===== src/rtl/comp_seq.sv =====
// Multi-cycle magnitude comparator: walks CHUNK-bit slices from the MSB end,
// optionally stopping at the first differing slice; signed mode via MSB flip.
module comp_seq #(
   parameter int WIDTH      = 32,
   parameter int CHUNK      = 8,
   parameter int EARLY_EXIT = 1
) (
   input  logic             clk,
   input  logic             rst,
   input  logic             start,
   input  logic             sgn,
   input  logic [WIDTH-1:0] a,
   input  logic [WIDTH-1:0] b,
   output logic             busy,
   output logic             done,
   output logic             gt,
   output logic             lt,
   output logic             eq
);

   localparam int NCHUNK = WIDTH / CHUNK;
   localparam int IDXW   = (NCHUNK > 1) ? $clog2(NCHUNK) : 1;

   typedef enum logic [1:0] {IDLE, RUN, DONE} state_t;

   state_t            state_q, state_d;
   logic [WIDTH-1:0]  a_q, a_d;
   logic [WIDTH-1:0]  b_q, b_d;
   logic [IDXW-1:0]   idx_q, idx_d;
   logic              gti_q, gti_d;
   logic              lti_q, lti_d;
   logic              gt_q, gt_d;
   logic              lt_q, lt_d;
   logic              eq_q, eq_d;

   logic [CHUNK-1:0]  chunk_a [NCHUNK];
   logic [CHUNK-1:0]  chunk_b [NCHUNK];
   logic [CHUNK-1:0]  cur_a, cur_b;
   logic [WIDTH-1:0]  sign_mask;
   logic              accept;
   logic              first_diff;
   logic              gti_run, lti_run;
   logic              last;

   genvar gi;
   generate
      for (gi = 0; gi < NCHUNK; gi++) begin : g_chunk
         assign chunk_a[gi] = a_q[gi*CHUNK +: CHUNK];
         assign chunk_b[gi] = b_q[gi*CHUNK +: CHUNK];
      end
   endgenerate

   assign cur_a = chunk_a[idx_q];
   assign cur_b = chunk_b[idx_q];

   // Flipping the sign bit maps two's complement onto offset binary, so the
   // unsigned slice compare yields the signed ordering.
   assign sign_mask  = {sgn, {(WIDTH-1){1'b0}}};
   assign accept     = (state_q != RUN) && start;
   assign first_diff = (cur_a != cur_b) && !(gti_q || lti_q);
   assign gti_run    = gti_q || (first_diff && (cur_a > cur_b));
   assign lti_run    = lti_q || (first_diff && (cur_a < cur_b));
   assign last       = (idx_q == '0) || ((EARLY_EXIT != 0) && first_diff);

   // State register
   always_ff @(posedge clk) begin
      if (rst) begin
         state_q <= IDLE;
      end else begin
         state_q <= state_d;
      end
   end

   // Next-state logic
   always_comb begin
      state_d = state_q;
      case (state_q)
         IDLE, DONE: state_d = start ? RUN : IDLE;
         RUN:        state_d = last ? DONE : RUN;
         default:    state_d = IDLE;
      endcase
   end

   // Datapath next-state
   always_comb begin
      a_d   = a_q;
      b_d   = b_q;
      idx_d = idx_q;
      gti_d = gti_q;
      lti_d = lti_q;
      gt_d  = gt_q;
      lt_d  = lt_q;
      eq_d  = eq_q;
      if (accept) begin
         a_d   = a ^ sign_mask;
         b_d   = b ^ sign_mask;
         idx_d = IDXW'(NCHUNK - 1);
         gti_d = 1'b0;
         lti_d = 1'b0;
      end else if (state_q == RUN) begin
         gti_d = gti_run;
         lti_d = lti_run;
         if (last) begin
            gt_d = gti_run;
            lt_d = lti_run;
            eq_d = !(gti_run || lti_run);
         end else begin
            idx_d = idx_q - 1'b1;
         end
      end
   end

   always_ff @(posedge clk) begin
      if (rst) begin
         a_q   <= '0;
         b_q   <= '0;
         idx_q <= '0;
         gti_q <= 1'b0;
         lti_q <= 1'b0;
         gt_q  <= 1'b0;
         lt_q  <= 1'b0;
         eq_q  <= 1'b0;
      end else begin
         a_q   <= a_d;
         b_q   <= b_d;
         idx_q <= idx_d;
         gti_q <= gti_d;
         lti_q <= lti_d;
         gt_q  <= gt_d;
         lt_q  <= lt_d;
         eq_q  <= eq_d;
      end
   end

   // Output logic
   always_comb begin
      busy = (state_q == RUN);
      done = (state_q == DONE);
      gt   = gt_q;
      lt   = lt_q;
      eq   = eq_q;
   end

endmodule

===== config.mk =====
export PLATFORM = sky130hd
export DESIGN_NAME = comp_seq
export DESIGN_NICKNAME = d
export VERILOG_FILES = /design/src/rtl/comp_seq.sv
export SDC_FILE = /design/constraint.sdc
export NUM_CORES = 1
export LEC_CHECK = 0
export ABC_AREA = 1
export ABC_CLOCK_PERIOD_IN_PS = 6100
export CORE_UTILIZATION = 49
export DETAILED_ROUTE_END_ITERATION = 8
export PLACE_DENSITY = 0.8
export RECOVER_POWER = 100
export SYNTH_ARGS = -nofsm -noshare
export SYNTH_HDL_FRONTEND = slang
export SYNTH_SLANG_ARGS = --single-unit

===== constraint.sdc =====
create_clock -name clk -period 6.1 [get_ports clk]
set_input_delay 0.61 -clock clk [delete_from_list [all_inputs] [get_ports clk]]
set_output_delay 0.61 -clock clk [all_outputs]
set_load 0.005 [all_outputs]

# Word-level counts from Yosys, hierarchy flattened
# Index checks and enable logic that the tools add are counted.
word_totals:
  reg_bits: 73
  elab_cells: 52
  in_bits: 68
  output_inout_bits: 5
classes:
  n_reduce_logical: 18
  n_addsub: 1
  bitwise_logic: 4
  n_eq_ne: 5
  mux: 12
  n_lt_le_gt_ge: 3
op_table:
  columns: ["operator", "n"]
  rows:
  - ["$xor A32 B32 Y32", 2]
  - ["$bmux W8 S2", 2]
  - ["$mux W8", 4]
  - ["$gt A8 B8 Y1", 1]
  - ["$lt A8 B8 Y1", 1]
  - ["$mux W2", 4]
  - ["$ne A8 B8 Y1", 1]
  - ["$logic_or A1 B1 Y1", 5]
  - ["$logic_and A1 B1 Y1", 4]
  - ["$logic_not A2 Y1", 2]
  - ["$pmux W2 S2", 1]
  - ["$reduce_or A2 Y1", 2]
  - ["$ge A3 B3 Y1 const B", 1]
  - ["$not A2 Y3", 1]
  - ["$reduce_and A3 Y1", 1]
  - ["$eq A2 B1 Y1 const B", 1]
  - ["$eq A2 B2 Y1 const B", 1]
  - ["$logic_not A1 Y1", 2]
  - ["$ne A2 B1 Y1 const B", 1]
  - ["$ne A2 B2 Y1 const B", 1]
  - ["$reduce_and A2 Y1", 1]
  - ["$reduce_bool A2 Y1", 1]
  - ["$sub A2 B1 Y2 const B", 1]
  - ["$mux W1", 1]
  - ["$not A1 Y1", 1]

# Logic depth before layout (Yosys ltp)
# Gate-level depths: netlist (run 1).
logic_depth:
  ltp_word: 10
  depth_mapped: 17
  mapped_depth_nobuf: 15

# Worst setup path before layout (run 1)
# Ideal clock, no wire load.
synth_path:
  path_type: "reg2reg"
  start: "register idx_q[0]"
  end: "register lt_q, in the netlist lt"
  t_arrival_ns: 1.966
  required_time_ns: 5.991
  setup_slack_ns: 4.025
  path_stages_with_launch: 15
  synth_period_minus_slack_ns: 2.075
  cell_sequence: "dfxtp_1 clkbuf_1 clkbuf_1 nor2_1 nor2_1 a21oi_1 ha_1 nand2_1 nor2_2 nand2_1 nand2_1 a21boi_0 nand3_1 nand2_1 inv_1"
synth_via:
  elab_chain_len: 8
  elab_cells_between_ends: 15
  cone_classes: "1 x order compare; 1 x eq/ne; 6 x mux; 1 x bitwise; 6 x reduce/logical"
synth_rtl:
  columns: ["element", "line", "text"]
  rows:
  - ["start: declaration", "29", "logic [IDXW-1:0] idx_q, idx_d;"]
  - ["start signal: assignment", "126", "idx_q <= idx_d;"]
  - ["branches (longest 8 deep; another with $lt A8 B8 Y1)", null, null]
  - ["end signal: assignment", "130", "lt_q <= lt_d;"]
  - ["end: declaration", "33", "logic lt_q, lt_d;"]
# Parallel ways; which one is timed is not known. The select of a mux whose other input is x is not followed.
# A chain may end at the register's enable or synchronous reset.

# Worst setup path in the final report (run 1)
layout_path:
  start: "register state_q[0]"
  end: "register gti_q"
layout_via:
  elab_chain_len: 3
  elab_cells_between_ends: 4
  cone_classes: "2 x eq/ne; 2 x reduce/logical"
layout_rtl:
  columns: ["element", "line", "text"]
  rows:
  - ["start: declaration", "26", "state_t state_q, state_d;"]
  - ["start signal: assignment", "70", "state_q <= state_d;"]
  - ["$ne A2 B1 Y1", "59", "assign accept = (state_q != RUN) && start;"]
  - ["$logic_and A1 B1 Y1", "59", null]
  - ["$reduce_or A2 Y1 (no source line)", null, null]
  - ["end signal: assignment", "127", "gti_q <= gti_d;"]
  - ["end: declaration", "30", "logic gti_q, gti_d;"]
# Several ways; a longest one is shown, not always the timed one.

==> reports/qor.csv, run 1 <==
metric;value;unit
TritonCTS clock tree;built;
total die area;7071;sq um
met2 wire length;3.709;mm
sequential fraction of the synthesis area;0.4426;
P&R area growth vs syn;25.96;%
Synth cell types;26;
initial antenna violation count;0;
Clock Sinks;73;
routed via count;3196;
detailed-route vias per instance;5.353;
Yosys Warn Count;0;
CP endpoint kind;flop;
chip width;84.09;um
CTS Hold Buffers Added;0;
Post-Syn Nets;537;
clock tree buffer depth;2;
CTS root buf;clkbuf_8;
Initial Util;0.5141;
Resized Gates After CTS;0;
ranking of synthesized cells by area;dfxtp_1 (44%), nor2_1 (17%), o21ai_0 (11%);
site row count;29;
DR pass1 iterations;7;
area fraction of the dominant cell type after synthesis;0.4426;
Mapped Cells;460;
detailed-route DRC error count;6;
Antenna Nets Post-Route;0;
layout cell share with drive strength beyond 1;0.04231;
placed cell area;3963;sq um
Post-CTS Setup Bufs;0;
worst min path class;reg -> reg;
routed length per instance;13.78;um
VDD IR max;0.0001316;V
Final Wtd Congestion;0.8618;
global-route wire length before repair;13.61;mm
vias in the first global route;2943;
Static Leak;1.752;nW
Max Freq;318.3;MHz
relative slew slack;-0.2478;
clock period minus worst slack;3.142;ns
Worst Path Arrival;3.42;ns
CORE AREA;6422;sq um
RSZ-0062 raised after global routing;false;
fin. max-slew vios;67;
largest net degree at the start of global routing;68;
post-route cell area;4159;sq um
Tot GR Track Use;0.2438;
leading area contributor after synthesis;dfxtp_1;
Max Cap Viol;1;
fillers;588;
half-perimeter wire length after detailed placement;5.301;mm
CP max FO;67;
Synth Cell Area;3302;sq um
P per Cell Area;279.3;nW/um^2
commonest non-fill, non-tap cell in the layout;nor2_1;
TNS Setup;0;ns
violated checks;DRC, capacitance limit, slew limit;
Num CTS Buffers;9;
depth of the CTS H-tree;3;
Req. time, crit path;6.38;ns
Iter 0 DRT Violations;288;
remaining global-route overflow;0;
CP startpoint kind;flop;
I/O Buffers;72;
# diodes;0;
worst-margin pin slew;1.870;ns
period utilization;0.5150;
Worst Setup Path Type;reg -> reg;
final wirelength;8.227;mm
Final Skew;0.007437;ns
Hold Fails Final Rpt;0;
#FFs+latches synth;73;
clk slew on worst S/H paths;0.08;ns
clock latency on the worst-skew pair;0.36;ns
most frequent cells in the layout;nor2_1 (152), dfxtp_1 (73), o21ai_0 (72);
run status;complete, but fails checks;
final layout net count;592;
# setup viols final;0;
wire length on met3;460;um
Synth Area per Inst;7.178;sq um
Die H;84.09;um
met1 wire length;3.887;mm
num ports;73;
uppermost layer routed;met4;
cell families after synthesis:
| family | count (synthesis) | share of synthesized area |
|---|---|---|
| flops | 73 | 0.4426 |
| buf+inv | 52 | 0.07806 |
| fa+ha+maj | 9 | 0.03410 |
| xor+xnor | 2 | 0.005306 |
| simple gates | 201 | 0.2361 |
| compound gates | 123 | 0.2039 |
metal layers:
metal	GRT usage	vias to the layer above
li1	-	1620
met1	0.3288	1453
met2	0.3852	108
met3	0.03561	15
met4	0.1113	0
met5	0	-
path summary, 6_finish.rpt:
kind                         start                   end  slack, ns  depth (start not counted)
max reg2reg  state_q[0]$_SDFF_PP0_    gti_q$_SDFFE_PP0P_       2.96                          7
max          state_q[0]$_SDFF_PP0_    gti_q$_SDFFE_PP0P_       2.96                          7
min           b_q[31]$_SDFFE_PP0P_  b_q[31]$_SDFFE_PP0P_       0.49                          2
min reg2reg   b_q[31]$_SDFFE_PP0P_  b_q[31]$_SDFFE_PP0P_       0.49                          2
per-stage QoR:
| stage | setup slack, ns | std cells | power, mW | hold WS, ns | util |
|---|---|---|---|---|---|
| after floorplan | 4.025 | 460 | 0.6944 | 0.4239 | - |
| after global placement | 3.301 | 581 | 0.7710 | 0.4583 | 0.6170 |
| after detailed placement | 3.260 | 581 | 0.7774 | 0.4775 | 0.6170 |
| after CTS | 3.403 | 597 | 1.162 | 0.4882 | 0.6487 |
| after global routing | 2.506 | 597 | 1.219 | 0.5041 | 0.6476 |
| final | 2.958 | 597 | 1.162 | 0.4856 | 0.6476 |
Yosys cell counts:
cell type,count
buf_2,10
a211oi_1,1
dfxtp_1,73
o21ai_0,72
xnor2_1,1
nor2_2,1
ha_1,9
a21oi_1,20
a21o_1,1
o22ai_1,8
buf_4,1
nand2_1,42
o211ai_1,2
clkbuf_2,1
inv_2,3
buf_6,6
inv_1,18
clkbuf_1,13
xor2_1,1
nor2_1,151
a32o_1,7
nand3_1,4
o21ai_1,11
nand4_1,1
a21boi_0,1
nor2_4,2
final cells by class:
class / count / area [sq um] / share of cell area
Sequential cell: 73 / 1461 / 0.3514
Timing Repair Buffer: 75 / 743.2 / 0.1787
Clock buffer: 9 / 123.9 / 0.02978
Inverter: 21 / 78.83 / 0.01895
Tap cell: 77 / 96.34 / 0.02316
Multi-Input combinational cell: 335 / 1575 / 0.3788
Clock inverter: 7 / 80.08 / 0.01925
worst max-delay path, cell delays in order, from the launching register on:
cell,delay [ns]
dfxtp_1,0.34
clkinv_1,0.08
nor2_1,0.47
nor2_4,0.03
buf_4,0.32
inv_1,1.40
o211ai_1,0.23
a21oi_1,0.21
flip-flops by register name, indices dropped and copies added, names as in the netlist:
register / flops
gt: 1
a_q: 32
eq: 1
lt: 1
lti_q: 1
gti_q: 1
state_q: 2
idx_q: 2
b_q: 32
power by group:
part,internal (mW),switching [mW],leakage [nW]
clock,0.192,0.198,0.0960
combinational,0.106,0.128,1.05
sequential,0.515,0.0230,0.605
total,0.813,0.348,1.75
Note: power is estimated with default switching activity, not from simulation.
==> run 2, diff against run 1 <==
--- a/config.mk
+++ b/config.mk
@@ -6,7 +6,7 @@
 export NUM_CORES = 1
 export LEC_CHECK = 0
 export ABC_AREA = 1
-export ABC_CLOCK_PERIOD_IN_PS = 6100
+export ABC_CLOCK_PERIOD_IN_PS = 3000
 export CORE_UTILIZATION = 49
 export DETAILED_ROUTE_END_ITERATION = 8
 export PLACE_DENSITY = 0.8
==> constraint.sdc (replaced) <==
create_clock -name clk -period 3 [get_ports clk]
set_input_delay 0.3 -clock clk [delete_from_list [all_inputs] [get_ports clk]]
set_output_delay 0.3 -clock clk [all_outputs]
set_load 0.005 [all_outputs]
==> run 2 against run 1 <==
The flow finishes with violations (DRC). Worst setup slack got worse by 2.5 ns. Non-clock buffer count grew 2. Wire length down 1.2%. First-iteration DRC count decreased by 5.9%. Clock skew is essentially flat. Die area unchanged. Via count fell by 1.3%. Sequential share of layout area is 0.053 points higher. Combinational power increased by 98%. Power rose by 99%. Critical path type unchanged. Critical endpoint is now idx_q[1]$_SDFFE_PP0P_. Highest routed layer unchanged.
==> reports/qor.csv, run 2 (synthesis results as in run 1) <==
metric;value;unit;change
run status;complete, but fails checks;;unchanged
Antenna Nets Post-Route;0;;unchanged
Top delay family on crit path;simple AND/OR/NAND/NOR gates;;was buffers and inverters
clk slew on worst S/H paths;0.07;ns;was 0.08 ns
final core occ;0.6466;;was 0.6476
crit-path max cell delay;0.49;ns;was 1.40 ns
met1 wire length;3.812;mm;was 3.887 mm
CP endpoint kind;flop;;unchanged
Top Registers;a_q x32, b_q x32;;unchanged
fillers;575;;was 588
fin. max-slew vios;0;;was 67
CTS Hold Buffers Added;0;;unchanged
TritonCTS clock tree;built;;unchanged
Req. time, crit path;3.23;ns;was 6.38 ns
worst-margin pin slew;1.125;ns;was 1.870 ns
Max Freq;389.5;MHz;was 318.3 MHz
Clock Sinks;73;;unchanged
half-perimeter wire length after detailed placement;5.626;mm;was 5.301 mm
commonest non-fill, non-tap cell in the layout;nor2_1;;unchanged
worst min path class;reg -> reg;;unchanged
routed via count;3156;;was 3196
largest net degree at the start of global routing;67;;was 68
site row count;29;;unchanged
placed cell area;3978;sq um;was 3963 sq um
wire length on met3;503;um;was 460 um
hold slack;0.4722;ns;was 0.4856 ns
I/O Buffers;72;;unchanged
Num CTS Buffers;9;;unchanged
layout cell share with drive strength beyond 1;0.04406;;was 0.04231
P&R area growth vs syn;25.77;%;was 25.96%
Hold Fails Final Rpt;0;;unchanged
Worst Setup Path Type;reg -> reg;;unchanged
CP max FO;24;;was 67
# diodes;0;;unchanged
detailed-route vias per instance;5.269;;was 5.353
Buffers & Inverters on Critical Path;1;;was 3
Final Skew;0.007931;ns;was 0.007437 ns
depth of the CTS H-tree;3;;unchanged
total die area;7071;sq um;unchanged
Initial Util;0.5141;;unchanged
VDD IR max;0.0002934;V;was 0.0001316 V
Static Leak;1.756;nW;was 1.752 nW
RSZ-0062 raised after global routing;false;;unchanged
clock tree buffer depth;2;;unchanged
final wirelength;8.131;mm;was 8.227 mm
final layout net count;594;;was 592
clock latency on the worst-skew pair;0.35;ns;was 0.36 ns
Final Wtd Congestion;0.8735;;was 0.8618
initial antenna violation count;0;;unchanged
P per Cell Area;556.8;nW/um^2;was 279.3 nW/um^2
Iter 0 DRT Violations;271;;was 288
# setup viols final;0;;unchanged
relative slew slack;0.2502;;was -0.2478
remaining global-route overflow;0;;unchanged
detailed-route DRC error count;6;;unchanged
Die H;84.09;um;unchanged
num ports;73;;unchanged
most frequent cells in the layout;nor2_1 (153), dfxtp_1 (73), o21ai_0 (72);;was nor2_1 (152), dfxtp_1 (73), o21ai_0 (72)
met2 wire length;3.681;mm;was 3.709 mm
chip width;84.09;um;unchanged
CP startpoint kind;flop;;unchanged
TNS Setup;0;ns;unchanged
post-route cell area;4153;sq um;was 4159 sq um
Max Cap Viol;0;;was 1
Post-CTS Setup Bufs;0;;unchanged
CORE AREA;6422;sq um;unchanged
uppermost layer routed;met4;;unchanged
cell mode on critical path;nand2_1;;
Resized Gates After CTS;0;;unchanged
routed length per instance;13.57;um;was 13.78 um
vias in the first global route;2994;;was 2943
DR pass1 iterations;8;;was 7
clock period minus worst slack;2.567;ns;was 3.142 ns
slowest CP cell;inv_1;;unchanged
period utilization;0.8557;;was 0.5150
global-route wire length before repair;13.72;mm;was 13.61 mm
crit path cell chain;inv_1 > a21oi_1 > a32o_1 > ha_1 > nand2_1 > nor2_1 > nand2_1 > nand2_1 > nand3_1 > o21ai_0 > a21oi_1;;was clkinv_1 > nor2_1 > nor2_4 > buf_4 > inv_1 > o211ai_1 > a21oi_1
CTS root buf;clkbuf_8;;unchanged
Worst Path Arrival;2.80;ns;was 3.42 ns
Tot GR Track Use;0.2445;;was 0.2438
violated checks;DRC;;was DRC, capacitance limit, slew limit
[run 2: path summary, 6_finish.rpt]
check	startpoint	endpoint	slack, ns	cells after the start
setup reg to reg	idx_q[1]$_SDFFE_PP0P_	idx_q[1]$_SDFFE_PP0P_	0.43	11
hold reg to reg	eq$_SDFFE_PP0P_	eq$_SDFFE_PP0P_	0.47	2
hold / removal	eq$_SDFFE_PP0P_	eq$_SDFFE_PP0P_	0.47	2
setup / recovery	idx_q[1]$_SDFFE_PP0P_	idx_q[1]$_SDFFE_PP0P_	0.43	11
[run 2: where the power goes]
group	leakage (nW)	total, mW	internal [mW]	switching [mW]
clock	0.0912	0.753	0.382	0.371
sequential	0.605	1.10	1.05	0.0483
combinational	1.06	0.463	0.211	0.252
total	1.76	2.31	1.64	0.671
[run 2: routing by layer]
layer	up-vias	track usage
met3	12	0.04649
met2	117	0.3830
met5	-	0
met4	0	0.09718
met1	1412	0.3313
li1	1615	-
[run 2: final cells by class]
type | count | area [sq um] | share of cell area
Tap cell | 77 | 96.34 | 0.02320
Clock inverter | 7 | 71.32 | 0.01717
Sequential cell | 73 | 1461 | 0.3519
Timing Repair Buffer | 77 | 753.2 | 0.1814
Clock buffer | 9 | 123.9 | 0.02983
Inverter | 21 | 78.83 | 0.01898
Multi-Input combinational cell | 335 | 1568 | 0.3775
[run 2: stage by stage]
step / setup WS, ns / instances / total power, mW
2_1_floorplan: 0.9246 / 460 / 1.412
3_3_place_gp: 0.6266 / 583 / 1.568
3_5_place_dp: 0.4912 / 583 / 1.579
4_1_cts: 0.4918 / 599 / 2.329
5_1_grt: 0.1450 / 599 / 2.454
6_report: 0.4329 / 599 / 2.312
[run 2: worst reg2reg max path, cell delays in order (launching register included)]
cell and delay (ns):
dfxtp_1 0.40, inv_1 0.49, a21oi_1 0.11, a32o_1 0.24
ha_1 0.29, nand2_1 0.07, nor2_1 0.24, nand2_1 0.09
nand2_1 0.11, nand3_1 0.15, o21ai_0 0.20, a21oi_1 0.05
==> patch: new RTL, config.mk and constraints of run 1 <==
Change the parameter `WIDTH` from 32 to 64.
--- a/src/rtl/comp_seq.sv
+++ b/src/rtl/comp_seq.sv
@@ -1,7 +1,7 @@
 // Multi-cycle magnitude comparator: walks CHUNK-bit slices from the MSB end,
 // optionally stopping at the first differing slice; signed mode via MSB flip.
 module comp_seq #(
-   parameter int WIDTH      = 32,
+   parameter int WIDTH      = 64,
    parameter int CHUNK      = 8,
    parameter int EARLY_EXIT = 1
 ) (
Ports: changed (resized a and b); port bits go from 73 to 137. The function was not compared with the original's and may differ.
==> patch against run 1 <==
  * The flow finishes with violations (capacitance limit, slew limit)
  * Combinational power is 93% higher
  * Area after synthesis is 95% higher
  * Core utilization shrank 1.2 points
  * First-iteration DRC count grew 99%
  * Via count is 92% higher
  * Worst setup slack lost 0.71 ns
  * Clock skew fell by 0.00091 ns
  * Wire length grew 110%
  * Sequential cell count increased by 65
  * Total power grew 120%
  * Cell count grew 92%
  * Final area rose by 95%
  * Clock power grew to 2.7 times the old value
  * Largest cell class unchanged
  * Highest routed layer unchanged
==> patch: results (changes against run 1) <==
The end point of the critical path is b_q[9] (was gti_q). The first-pass GRT wire length was 26.9 mm (was 13.6 mm). The synthesized net count was 1015 (was 537).

The startpoint of the most critical hold path is eq (was b_q[31]). Largest cells by area after synthesis: sky130_fd_sc_hd__dfxtp_1 43%, sky130_fd_sc_hd__nor2_1 14%, sky130_fd_sc_hd__o21ai_0 14% (was sky130_fd_sc_hd__dfxtp_1 44%, sky130_fd_sc_hd__nor2_1 17%, sky130_fd_sc_hd__o21ai_0 11%). The count of max-cap constraint violations is 1 (unchanged). The worst setup skew after layout is 0.00653 ns (was 0.00744 ns).

The worst-case vdd ir drop is 200 µV (was 132 µV). The cell at the root of the clock tree is sky130_fd_sc_hd__clkbuf_16 (was sky130_fd_sc_hd__clkbuf_8). Violations in the final reports: capacitance limit, slew limit (was DRC, capacitance limit, slew limit). The register area share after synthesis is 43.0% (was 44.3%). Ranking of synthesized cells by instance count: 236 x sky130_fd_sc_hd__nor2_1, 176 x sky130_fd_sc_hd__o21ai_0, 138 x sky130_fd_sc_hd__dfxtp_1, 90 x sky130_fd_sc_hd__nor2_2, 50 x sky130_fd_sc_hd__nand2_1 (was 151 x sky130_fd_sc_hd__nor2_1, 73 x sky130_fd_sc_hd__dfxtp_1, 72 x sky130_fd_sc_hd__o21ai_0, 42 x sky130_fd_sc_hd__nand2_1, 20 x sky130_fd_sc_hd__a21oi_1). The startpoint of the most critical register-to-register path is idx_q[1] (was state_q[0]). The number of optimization iterations in the first detailed-route pass came out at 5 (was 7).

The fraction of final layout cells sized beyond drive strength 1 came out at 8.60% (was 4.23%). The max-slew headroom at the worst pin is -30.9% (was -24.8%). The switching component of the power came out at 691 µW (was 348 µW).

The number of slew-limit violations in the final report is 30 (was 67). The routed length on met1 is 7.61 mm (was 3.89 mm). The number of different library cells in the post-synthesis netlist came out at 27 (was 26). The setup slack on the worst flop-to-flop path is 2.36 ns (was 2.96 ns). The placer's final routability congestion estimate is 0.833 (was 0.862). Run status: finished, violations left (unchanged). The pre-CTS setup slack came out at 2.53 ns (was 3.26 ns). The reported combinational group power was 452 µW (was 234 µW).

The critical-path cell with the highest stage delay is sky130_fd_sc_hd__clkbuf_1 (was sky130_fd_sc_hd__inv_1).
## patch: changes by cell type in the layout (fill, tap and decap cells not counted), moves of 17 or more
cell,run 1,this run
sky130_fd_sc_hd__nor2_1,152,277
sky130_fd_sc_hd__o21ai_0,72,176
sky130_fd_sc_hd__dfxtp_1,73,137
sky130_fd_sc_hd__clkdlybuf4s50_1,68,131
sky130_fd_sc_hd__nor2_2,1,50
sky130_fd_sc_hd__clkbuf_16,0,17
## patch: tightest hold or removal path, cell delays in order (launching register included)
cell,delay (ns)
sky130_fd_sc_hd__dfxtp_1,0.31
sky130_fd_sc_hd__nand2_1,0.06
sky130_fd_sc_hd__a21oi_1,0.05
## patch: cells by family after synthesis
| kind of cell | count (synthesis) | synth area share [%] |
|---|---|---|
| simple gates | 388 | 26.6 |
| compound gates | 247 | 20.4 |
| flops | 138 | 43.0 |
| buf+inv | 88 | 7.75 |
| fa+ha+maj | 10 | 1.95 |
| xor+xnor | 2 | 0.273 |
## patch: layout make-up
| cell class | instances | area share (%) |
|---|---|---|
| Sequential cell | 138 | 34.2 |
| Timing Repair Buffer | 140 | 17.1 |
| Inverter | 21 | 1.04 |
| Clock inverter | 7 | 1.44 |
| Multi-Input combinational cell | 647 | 37.8 |
| Clock buffer | 24 | 5.83 |
| Tap cell | 172 | 2.66 |
## patch: metal layers
metal,global-route usage (%),vias up
met4,9.15,0
met5,0,-
met1,34.1,2802
met2,42.2,255
met3,5.40,22
li1,-,3052
## patch: per-stage QoR
stage	power (mW)	cell area [µm²]	util, %	instances	hold slack (ns)
final	2.53	8090	63.6	1149	0.475
after global routing	2.64	8090	63.6	1149	0.503
after CTS	2.54	8210	64.5	1149	0.480
after detailed placement	1.51	7620	59.9	1118	0.469
after global placement	1.50	7620	59.9	1118	0.459
after floorplan	1.35	6420	-	873	0.450
